[src/rtl/servo_pwm_array_pkg.sv]
`default_nettype none
// ============================================================================
// Module      : servo_pwm_array_pkg
// Description : Default timing constants and width helpers for the servo array
// Revision    : 1.0 - initial release
// ============================================================================
package servo_pwm_array_pkg;

    localparam int c_TICK_DIV    = 500;
    localparam int c_FRAME_TICKS = 2000;
    localparam int c_MIN_TICKS   = 100;
    localparam int c_MAX_TICKS   = 200;

    // One spare code above NCH-1 so out-of-range indices stay representable
    // even when NCH is a power of two.
    function automatic int f_ch_w(input int nch);
        return $clog2(nch + 1);
    endfunction

    function automatic int f_frame_w(input int frame_ticks);
        return $clog2(frame_ticks + 1);
    endfunction

    function automatic int f_cnt_w(input int n);
        return (n < 2) ? 1 : $clog2(n);
    endfunction

endpackage
`default_nettype wire

[src/rtl/servo_pwm_array_if.sv]
`default_nettype none
// ============================================================================
// Module      : servo_pwm_array_if
// Description : Position write strobe port of the servo PWM array
// Revision    : 1.0 - initial release
// ============================================================================
interface servo_pwm_array_if #(
    parameter int NCH   = 4,
    parameter int POS_W = 8
);
    localparam int CH_W = servo_pwm_array_pkg::f_ch_w(NCH);

    logic              wr_en;
    logic [CH_W-1:0]   wr_ch;
    logic [POS_W-1:0]  wr_pos;

    modport master (output wr_en, output wr_ch, output wr_pos);
    modport slave  (input  wr_en, input  wr_ch, input  wr_pos);
endinterface
`default_nettype wire

[src/rtl/servo_pwm_array_channel.sv]
`default_nettype none
// ============================================================================
// Module      : servo_pwm_array_channel
// Description : One servo channel: target register, slewed width, PWM compare
// Revision    : 1.0 - initial release
// ============================================================================
module servo_pwm_array_channel #(
    parameter int POS_W     = 8,
    parameter int FW        = 11,
    parameter int MIN_TICKS = 100,
    parameter int MAX_TICKS = 200,
    parameter int SLEW      = 0
) (
    input  wire logic             clk,
    input  wire logic             rst_n,
    input  wire logic             i_en,
    input  wire logic             i_fb,
    input  wire logic [FW-1:0]    i_frame_cnt,
    input  wire logic             i_wr,
    input  wire logic [POS_W-1:0] i_pos,
    output logic                  o_pwm,
    output logic                  o_busy
);
    localparam int W  = FW + 1;
    localparam int SW = ((POS_W > W) ? POS_W : W) + 1;

    logic [POS_W-1:0] r_pos;
    logic [W-1:0]     r_cur;
    logic [SW-1:0]    w_sum;
    logic [W-1:0]     w_tgt;
    logic [W-1:0]     w_diff;
    logic [W-1:0]     w_step;
    logic [W-1:0]     w_next;

    // Sum is formed wide enough that the clamp sees the true value.
    assign w_sum = SW'(MIN_TICKS) + SW'(r_pos);

    always_comb begin
        w_tgt = '0;
        if (r_pos != '0) begin
            if (w_sum > SW'(MAX_TICKS)) w_tgt = W'(MAX_TICKS);
            else                        w_tgt = w_sum[W-1:0];
        end
    end

    always_comb begin
        w_diff = (w_tgt > r_cur) ? (w_tgt - r_cur) : (r_cur - w_tgt);
        w_step = (int'(w_diff) <= SLEW) ? w_diff : W'(SLEW);
        if (w_tgt == '0 || r_cur == '0 || SLEW == 0) w_next = w_tgt;
        else if (w_tgt > r_cur)                      w_next = r_cur + w_step;
        else                                         w_next = r_cur - w_step;
    end

    always_ff @(posedge clk or negedge rst_n) begin
        if (!rst_n) begin
            r_pos  <= '0;
            r_cur  <= '0;
            o_pwm  <= 1'b0;
            o_busy <= 1'b0;
        end else begin
            if (i_wr) r_pos <= i_pos;
            if (i_fb) r_cur <= w_next;
            o_pwm  <= i_en && ({1'b0, i_frame_cnt} < r_cur);
            o_busy <= (r_cur != w_tgt);
        end
    end
endmodule
`default_nettype wire

[src/rtl/servo_pwm_array.sv]
`default_nettype none
// ============================================================================
// Module      : servo_pwm_array
// Description : NCH-channel hobby-servo PWM generator with frame-aligned update
// Revision    : 1.0 - initial release
// ============================================================================
module servo_pwm_array
    import servo_pwm_array_pkg::*;
#(
    parameter int NCH         = 4,
    parameter int POS_W       = 8,
    parameter int TICK_DIV    = c_TICK_DIV,
    parameter int FRAME_TICKS = c_FRAME_TICKS,
    parameter int MIN_TICKS   = c_MIN_TICKS,
    parameter int MAX_TICKS   = c_MAX_TICKS,
    parameter int SLEW        = 0
) (
    input  wire logic          clk,
    input  wire logic          rst_n,
    input  wire logic          i_en,
    servo_pwm_array_if.slave   bus,
    output logic [NCH-1:0]     o_sg90,
    output logic               o_frame_stb,
    output logic [NCH-1:0]     o_busy
);
    localparam int PW   = f_cnt_w(TICK_DIV);
    localparam int FW   = f_frame_w(FRAME_TICKS);
    localparam int CH_W = f_ch_w(NCH);

    logic [PW-1:0] r_psc;
    logic [FW-1:0] r_fcnt;
    logic          w_tick;
    logic          w_fb;

    assign w_tick = i_en && (r_psc == PW'(TICK_DIV - 1));
    assign w_fb   = w_tick && (r_fcnt == FW'(FRAME_TICKS - 1));

    // Disabled state parks the counters so the first boundary lands
    // exactly TICK_DIV cycles after enable.
    always_ff @(posedge clk or negedge rst_n) begin
        if (!rst_n) begin
            r_psc       <= '0;
            r_fcnt      <= FW'(FRAME_TICKS - 1);
            o_frame_stb <= 1'b0;
        end else begin
            o_frame_stb <= w_fb;
            if (!i_en) begin
                r_psc  <= '0;
                r_fcnt <= FW'(FRAME_TICKS - 1);
            end else if (w_tick) begin
                r_psc  <= '0;
                r_fcnt <= (r_fcnt == FW'(FRAME_TICKS - 1)) ? '0 : r_fcnt + FW'(1);
            end else begin
                r_psc  <= r_psc + PW'(1);
            end
        end
    end

    generate
        for (genvar i = 0; i < NCH; i++) begin : g_ch
            logic w_wr;
            assign w_wr = bus.wr_en && (bus.wr_ch == CH_W'(i));

            servo_pwm_array_channel #(
                .POS_W     (POS_W),
                .FW        (FW),
                .MIN_TICKS (MIN_TICKS),
                .MAX_TICKS (MAX_TICKS),
                .SLEW      (SLEW)
            ) u_ch (
                .clk         (clk),
                .rst_n       (rst_n),
                .i_en        (i_en),
                .i_fb        (w_fb),
                .i_frame_cnt (r_fcnt),
                .i_wr        (w_wr),
                .i_pos       (bus.wr_pos),
                .o_pwm       (o_sg90[i]),
                .o_busy      (o_busy[i])
            );
        end
    endgenerate
endmodule
`default_nettype wire
[src/flat_wrapper.sv]
// flat-port wrapper written by rule: the top's interface ports become plain ports
module servo_pwm_array_flat import servo_pwm_array_pkg::*;
#(
    parameter int NCH         = 4,
    parameter int POS_W       = 8,
    parameter int TICK_DIV    = c_TICK_DIV,
    parameter int FRAME_TICKS = c_FRAME_TICKS,
    parameter int MIN_TICKS   = c_MIN_TICKS,
    parameter int MAX_TICKS   = c_MAX_TICKS,
    parameter int SLEW        = 0
)
  (clk, rst_n, i_en, o_sg90, o_frame_stb, o_busy, bus_wr_en, bus_wr_ch, bus_wr_pos);
  servo_pwm_array_if #(.NCH(NCH), .POS_W(POS_W)) bus_i ();
  input  wire logic clk;
  input  wire logic rst_n;
  input  wire logic i_en;
  output logic [NCH-1:0] o_sg90;
  output logic o_frame_stb;
  output logic [NCH-1:0] o_busy;
  input wire logic [$bits(bus_i.wr_en)-1:0] bus_wr_en;
  input wire logic [$bits(bus_i.wr_ch)-1:0] bus_wr_ch;
  input wire logic [$bits(bus_i.wr_pos)-1:0] bus_wr_pos;
  assign bus_i.wr_en = bus_wr_en;
  assign bus_i.wr_ch = bus_wr_ch;
  assign bus_i.wr_pos = bus_wr_pos;
  servo_pwm_array #(.NCH(NCH), .POS_W(POS_W), .TICK_DIV(TICK_DIV), .FRAME_TICKS(FRAME_TICKS), .MIN_TICKS(MIN_TICKS), .MAX_TICKS(MAX_TICKS), .SLEW(SLEW)) u_core (.clk(clk), .rst_n(rst_n), .i_en(i_en), .bus(bus_i), .o_sg90(o_sg90), .o_frame_stb(o_frame_stb), .o_busy(o_busy));
endmodule
[config.mk]
export PLATFORM = sky130hd
export DESIGN_NAME = servo_pwm_array_flat
export DESIGN_NICKNAME = d
export VERILOG_FILES = /design/src/rtl/servo_pwm_array_pkg.sv /design/src/rtl/servo_pwm_array_if.sv /design/src/rtl/servo_pwm_array_channel.sv /design/src/rtl/servo_pwm_array.sv /design/src/flat_wrapper.sv
export SDC_FILE = /design/constraint.sdc
export NUM_CORES = 1
export LEC_CHECK = 0
export BUFFER_PORTS_ARGS = -buffer_cell sky130_fd_sc_hd__buf_2
export CORE_UTILIZATION = 55
export DETAILED_ROUTE_END_ITERATION = 8
export GPL_TIMING_DRIVEN = 0
export PLACE_DENSITY_LB_ADDON = 0.08
export SLEW_MARGIN = 5
export SYNTH_ARGS = -nofsm -noshare
export SYNTH_HDL_FRONTEND = slang
export SYNTH_HIERARCHICAL = 1
export SYNTH_SLANG_ARGS = --single-unit
[constraint.sdc]
create_clock -name clk -period 5.2 [get_ports clk]
set_clock_uncertainty 0.1 [all_clocks]
set_input_delay 0.78 -clock clk [delete_from_list [all_inputs] [get_ports clk]]
set_output_delay 0.78 -clock clk [all_outputs]
set_load 0.005 [all_outputs]
Yosys cells after proc, flatten, opt, wreduce, memory -nomap -nowiden --
Cells that the tools add are included. W data, S select, Z words.
Storage, ports and cells: input bits 15, register bits after elaboration 109, output and inout port bits 9, logic and storage cells 71
Operators by class: equal/unequal tests 10, $add $sub $neg 6, magnitude comparators 8, muxes and demuxes 13, reduce and logical (&&, ||, !) cells 15
Operators with widths (count):
- $mux W12 | 8
- $gt A13 B8 Y1 const B | 4
- $lt A11 B12 Y1 | 4
- $ne A12 B12 Y1 | 4
- $add A7 B8 Y9 const A | 4
- $mux W11 | 3
- $reduce_bool A8 Y1 | 4
- $mux W9 | 2
- $add A11 B1 Y11 const B | 1
- $eq A11 B11 Y1 const B | 1
- $logic_and A1 B1 Y1 | 10
- $add A9 B1 Y9 const B | 1
- $eq A9 B9 Y1 const B | 1
- $eq A3 B2 Y1 const B | 2
- $eq A3 B1 Y1 const B | 1
- $logic_not A3 Y1 | 1
- $ne A2 B1 Y1 const B | 1

Logic depth before layout (Yosys ltp) --
depth in word-level cells 5, depth in mapped cells 9, depth with buffers taken out 9

By module --
The synthesis kept the hierarchy.
Modules (own cells, without submodules):
- servo_pwm_array_channel (u_core.g_ch[2].u_ch ...) | seq. area each 475.5 um^2, cells an instance 138, area each 1333.8 um^2, instances 2
- servo_pwm_array_channel (u_core.g_ch[0].u_ch) | seq. area each 475.5 um^2, cells an instance 154, area each 1382.6 um^2, instances 1
- servo_pwm_array_channel (u_core.g_ch[1].u_ch) | seq. area each 475.5 um^2, cells an instance 144, area each 1336.3 um^2, instances 1
- servo_pwm_array | seq. area each 536.8 um^2, cells an instance 118, area each 1183.6 um^2, instances 1

Worst setup path after synthesis --
Ideal clock, no wire load.
kind flip-flop to flip-flop, from register u_core.g_ch[1].u_ch.r_pos[3], to register u_core.g_ch[1].u_ch.o_busy, path buffers 0, library setup time 0.142 ns, stages on the path, launching flop included 10, data arrival time 2.259 ns, clock period less this slack 2.501 ns, path slack 2.699 ns, data required time 4.958 ns, cell sequence dfrtp_1 inv_1 ha_1 or3b_4 a2111oi_2 a211oi_2 o211ai_2 mux2_2 nor4_2 o2111ai_1
On the way: longest elaborated chain between the ends 5, elaborated cells between the ends (all ways) 6, classes of those cells 1 x add/sub; 1 x order compare; 1 x eq/ne; 2 x mux; 1 x reduce/logical
RTL lines:
- from (decl) | RTL line servo_pwm_array_channel.sv:27 | logic [POS_W-1:0] r_pos;
- from (signal assigned) | RTL line servo_pwm_array_channel.sv:61 | if (i_wr) r_pos <= i_pos;
- $add A7 B8 Y9 | RTL line servo_pwm_array_channel.sv:36 | assign w_sum = SW'(MIN_TICKS) + SW'(r_pos);
- $gt A13 B8 Y1 | RTL line servo_pwm_array_channel.sv:41 | if (w_sum > SW'(MAX_TICKS)) w_tgt = W'(MAX_TICKS);
- $mux W12 | RTL line servo_pwm_array_channel.sv:41
- $mux W12 * | RTL line servo_pwm_array_channel.sv:40 | if (r_pos != '0) begin
- $ne A12 B12 Y1 * | RTL line servo_pwm_array_channel.sv:64 | o_busy <= (r_cur != w_tgt);
- to (signal assigned) | RTL line servo_pwm_array_channel.sv:64
- to (decl) | RTL line servo_pwm_array_channel.sv:22 | output logic o_busy
Every way passes the cells marked *; elsewhere a longest branch is shown, timed or not. A chain may end at the register's enable or synchronous reset.

Worst setup path in the final report --
from register u_core.r_fcnt[1], to register u_core.g_ch[2].u_ch.r_cur[3]
On the way: longest elaborated chain between the ends 2
RTL lines:
- from (decl) | RTL line servo_pwm_array.sv:31 | logic [FW-1:0] r_fcnt;
- from (signal assigned) | RTL line servo_pwm_array.sv:43 | r_fcnt <= FW'(FRAME_TICKS - 1);
- from (signal assigned) | RTL line servo_pwm_array.sv:49 | r_fcnt <= FW'(FRAME_TICKS - 1);
- from (signal assigned) | RTL line servo_pwm_array.sv:52 | r_fcnt <= (r_fcnt == FW'(FRAME_TICKS - 1)) ? '0 : r_fcnt + FW'(1);
- $eq A11 B11 Y1 | RTL line servo_pwm_array.sv:36 | assign w_fb = w_tick && (r_fcnt == FW'(FRAME_TICKS - 1));
- $logic_and A1 B1 Y1 | RTL line servo_pwm_array.sv:36
- via u_core.w_fb | RTL line servo_pwm_array.sv:33 | logic w_fb;
- to (signal assigned) | RTL line servo_pwm_array_channel.sv:62 | if (i_fb) r_cur <= w_next;
- to (decl) | RTL line servo_pwm_array_channel.sv:28 | logic [W-1:0] r_cur;
The timed path passes the listed nets, and every way through them passes these cells.

==> metrics.md <==
| Metric | Value |
|---|---|
| Mapped Nets | `about 750` |
| Dpl cells | `between 800 and 900` |
| Drt total wl | `15.3 mm` |
| Initial DRC count | `~230` |
| Slowest cell on crit path | `nor3_1` |
| Root buffer cell | `clkbuf_16` |
| Total number of vias | `around 5400` |
| Count leader, synth | `dfrtp_1` |
| Synth Area in Adders | `just under 9%` |
| Max-Cap Viols | `0` |
| Yosys top cell by area | `dfrtp_1` |
| Sequential element share of the synthesized area | `37.1%` |
| Fill cells | `962` |
| Hold crit path type | `in -> async` |
| Post-CTS Resized | `0` |
| Final period utilization | `between 60% and 70%` |
| Synth top area share | `33.5%` |
| Placement Rows | `39` |
| CP Data Required Time | `roughly 5.4 ns` |
| Post-synthesis async set-or-reset flop share | `between 90% and 100%` |
| Status | `complete, no violations` |
| WP buf/inv | `3` |
| Max-slew headroom | `a little under a third` |
| Post-synthesis simple-gate area fraction | `19.0%` |
| Setup bufs post-CTS | `0` |
| Post-route design area | `7230 µm²` |
| Clock buffer depth | `2` |
| Worst-path clk slew | `0.06 ns` |
| Area of the multi-input gates | `between 3000 and 4000 µm²` |
| Portion of netlist area occupied by mux cells | `4.51%` |
| Fmax | `308 MHz` |
| CTS tree | `yes` |
| RSZ-0062 raised after global routing | `no` |
| Placed cell area | `between 6000 and 7000 µm²` |
| P per Cell Area | `~330 nW/µm²` |
| Worst slew pin tran | `1.03 ns` |
| Hold bufs inserted after CTS | `0` |
| CP cell instances | `ha_1 > and3_1 > buf_4 > nand3_4 > nor3_1 > clkbuf_1 > clkbuf_1 > nand3_1 > o21ai_0` |
| Core area | `11500 µm²` |
| Gr ovfl total | `0` |
| Slew Limit Fails | `0` |
| Xor/xnor share of the synthesized area | `between 4 and 5%` |
| Synth area leaders | `dfrtp_1, ha_1, o21ai_0, dfstp_2, nand3_1` |
| CP Max Fanout | `10` |
| Starting Density | `57.1%` |
| Crit Path Class | `reg -> reg` |
| ANT nets after route | `0` |
| Most used DFF post-synth | `dfrtp_1` |
| Vias per cell | `6.13` |
| Cts bufs inserted | `9` |
| HPWL Detailed | `11.1 mm` |
| Post-synthesis cell type count | `93` |
| Setup_tns | `0 ns` |
| Mapped Avg Cell Area | `9.49 µm²` |
| Diode count | `0` |
| Crit-path leading delay family | `simple AND/OR/NAND/NOR gates` |
| Largest net degree at the start of global routing | `62` |
| Drt drc | `0` |
| I/O Pins | `24` |
| Clock Latency Late Sink | `between 0.3 and 0.4 ns` |
| Vias in the first global route | `5176` |
| Layout cells sized above 1 | `17.8%` |
| Maximum VDD drop | `173 µV` |
| Total GRT Usage | `26.0%` |
| Largest family of logic cells by synthesized area | `compound AO/OA/AOI/OAI gates` |
| Die X | `111 µm` |
| Number of synthesized flops with an enable pin | `0` |
| Die Y | `between 100 and 150 µm` |
| Initial antenna violation count | `0` |
| Synthesized instance count | `692` |
| Final setup fails | `0` |
| List of most frequent post-synthesis cells | `dfrtp_1, nand2_1, inv_1` |
| Global-route wire length before repair | `between 20 and 30 mm` |
| Drt wl/cell | `17.4 µm` |
| Synth Area in Compound Gates | `20.1%` |
| CTS sink cnt | `97` |
| Cell area after synthesis | `6570 µm²` |
| Die area | `12400 µm²` |
| Count of non-filler cells in the finished layout | `875` |
| Type of destination of the critical path | `register` |
| Min cycle time layout | `3.25 ns` |
| Critical Path AT | `~3.4 ns` |
| Drt first pass iters | `4` |
| Cell mode on critical path | `clkbuf_1` |
| Crit start category | `register` |
| Fin. Hold Viols | `0` |
| Worst path max stage delay | `approximately 0.8 ns` |
| Htree depth | `3` |
| Layout area overhead | `9.98%` |
| Yosys warns | `6` |
| Layout Nets | `between 700 and 800` |
| Port Buffers | `23` |
| Storage element area | `2440 µm²` |
| FF+latch count, synth | `97` |
| GPL Wtd Cong | `0.952` |
| Leakage | `3.14 nW` |
[cells by family after synthesis]
kind of cell,count (synthesis)
multiplexers,26
adder cells (fa/ha/maj),46
buffers and inverters,84
AND/OR/NAND/NOR,230
flip-flops,97
AO/OA/AOI/OAI,176
XOR/XNOR,33
[metrics by stage]
stage          worst slack, ns  total power (W)  hold WS (ns)  util [%]
2_1_floorplan             2.70          0.00148         0.347         -
3_3_place_gp              2.09          0.00161         0.370      59.6
3_5_place_dp              1.99          0.00164         0.382      59.9
4_1_cts                   1.97          0.00239         0.313      62.7
5_1_grt                   1.82          0.00250         0.335      62.7
6_report                  1.95          0.00237         0.307      62.7
[placed cells by master (no fill, tap or decap), drive strengths merged, types with 19 or more instances in the layout]
master and count:
o21ai 58, inv 61, nand3 48, xnor2 23, nor2 36, dfrtp 88
clkbuf 25, nor3 19, mux2 20, a21o 19, a21oi 21, ha 46
buf 34, nand2 65
[path summary, 6_finish.rpt]
kind                                       start                      endpoint  slack (ns)  cells after the start
worst max-delay path            u_core/r_fcnt[1]  u_core/g_ch[2].u_ch/r_cur[3]        1.95                      9
max in group asynchronous                  rst_n              u_core/r_fcnt[2]        3.99                      2
worst min-delay path                       rst_n     u_core/g_ch[0].u_ch/o_pwm        0.31                      1
min in group clk                 u_core/r_psc[0]               u_core/r_psc[0]        0.39                      1
worst min register to register   u_core/r_psc[0]               u_core/r_psc[0]        0.39                      1
worst max register to register  u_core/r_fcnt[1]  u_core/g_ch[2].u_ch/r_cur[3]        1.95                      9
[layer usage]
metal / GRT usage [%] / wire [µm] / vias up
met5: 0 / 0 / -
met4: 10.6 / 401 / 0
met3: 3.55 / 707 / 34
li1: - / - / 2581
met2: 43.3 / 7230 / 157
met1: 34.2 / 6920 / 2591
[flip-flops by register name, indices dropped and copies added, names as in the netlist]
register / cells
u_core/g_ch.u_ch/o_busy: 4
u_core/g_ch.u_ch/o_pwm: 4
u_core/g_ch.u_ch/r_cur: 36
u_core/g_ch.u_ch/r_pos: 32
u_core/o_frame_stb: 1
u_core/r_fcnt: 11
u_core/r_psc: 9
[final cells by class]
type | instances | share of cell area (%)
multi-input cells | 511 | 51.9
flip-flops and latches | 97 | 33.7
clock buffers | 12 | 3.55
inverters | 61 | 3.17
well taps | 143 | 2.48
plain buffers | 23 | 2.10
repair buffers | 24 | 2.01
clock inverters | 4 | 1.04
[power breakdown]
| group | switching, W | internal [W] |
|---|---|---|
| clock network | 0.000286 | 0.000448 |
| logic | 0.000427 | 0.000305 |
| registers | 0.0000848 | 0.000822 |
| total | 0.000798 | 0.00158 |
No activity file was read; power rests on OpenSTA's default activity.
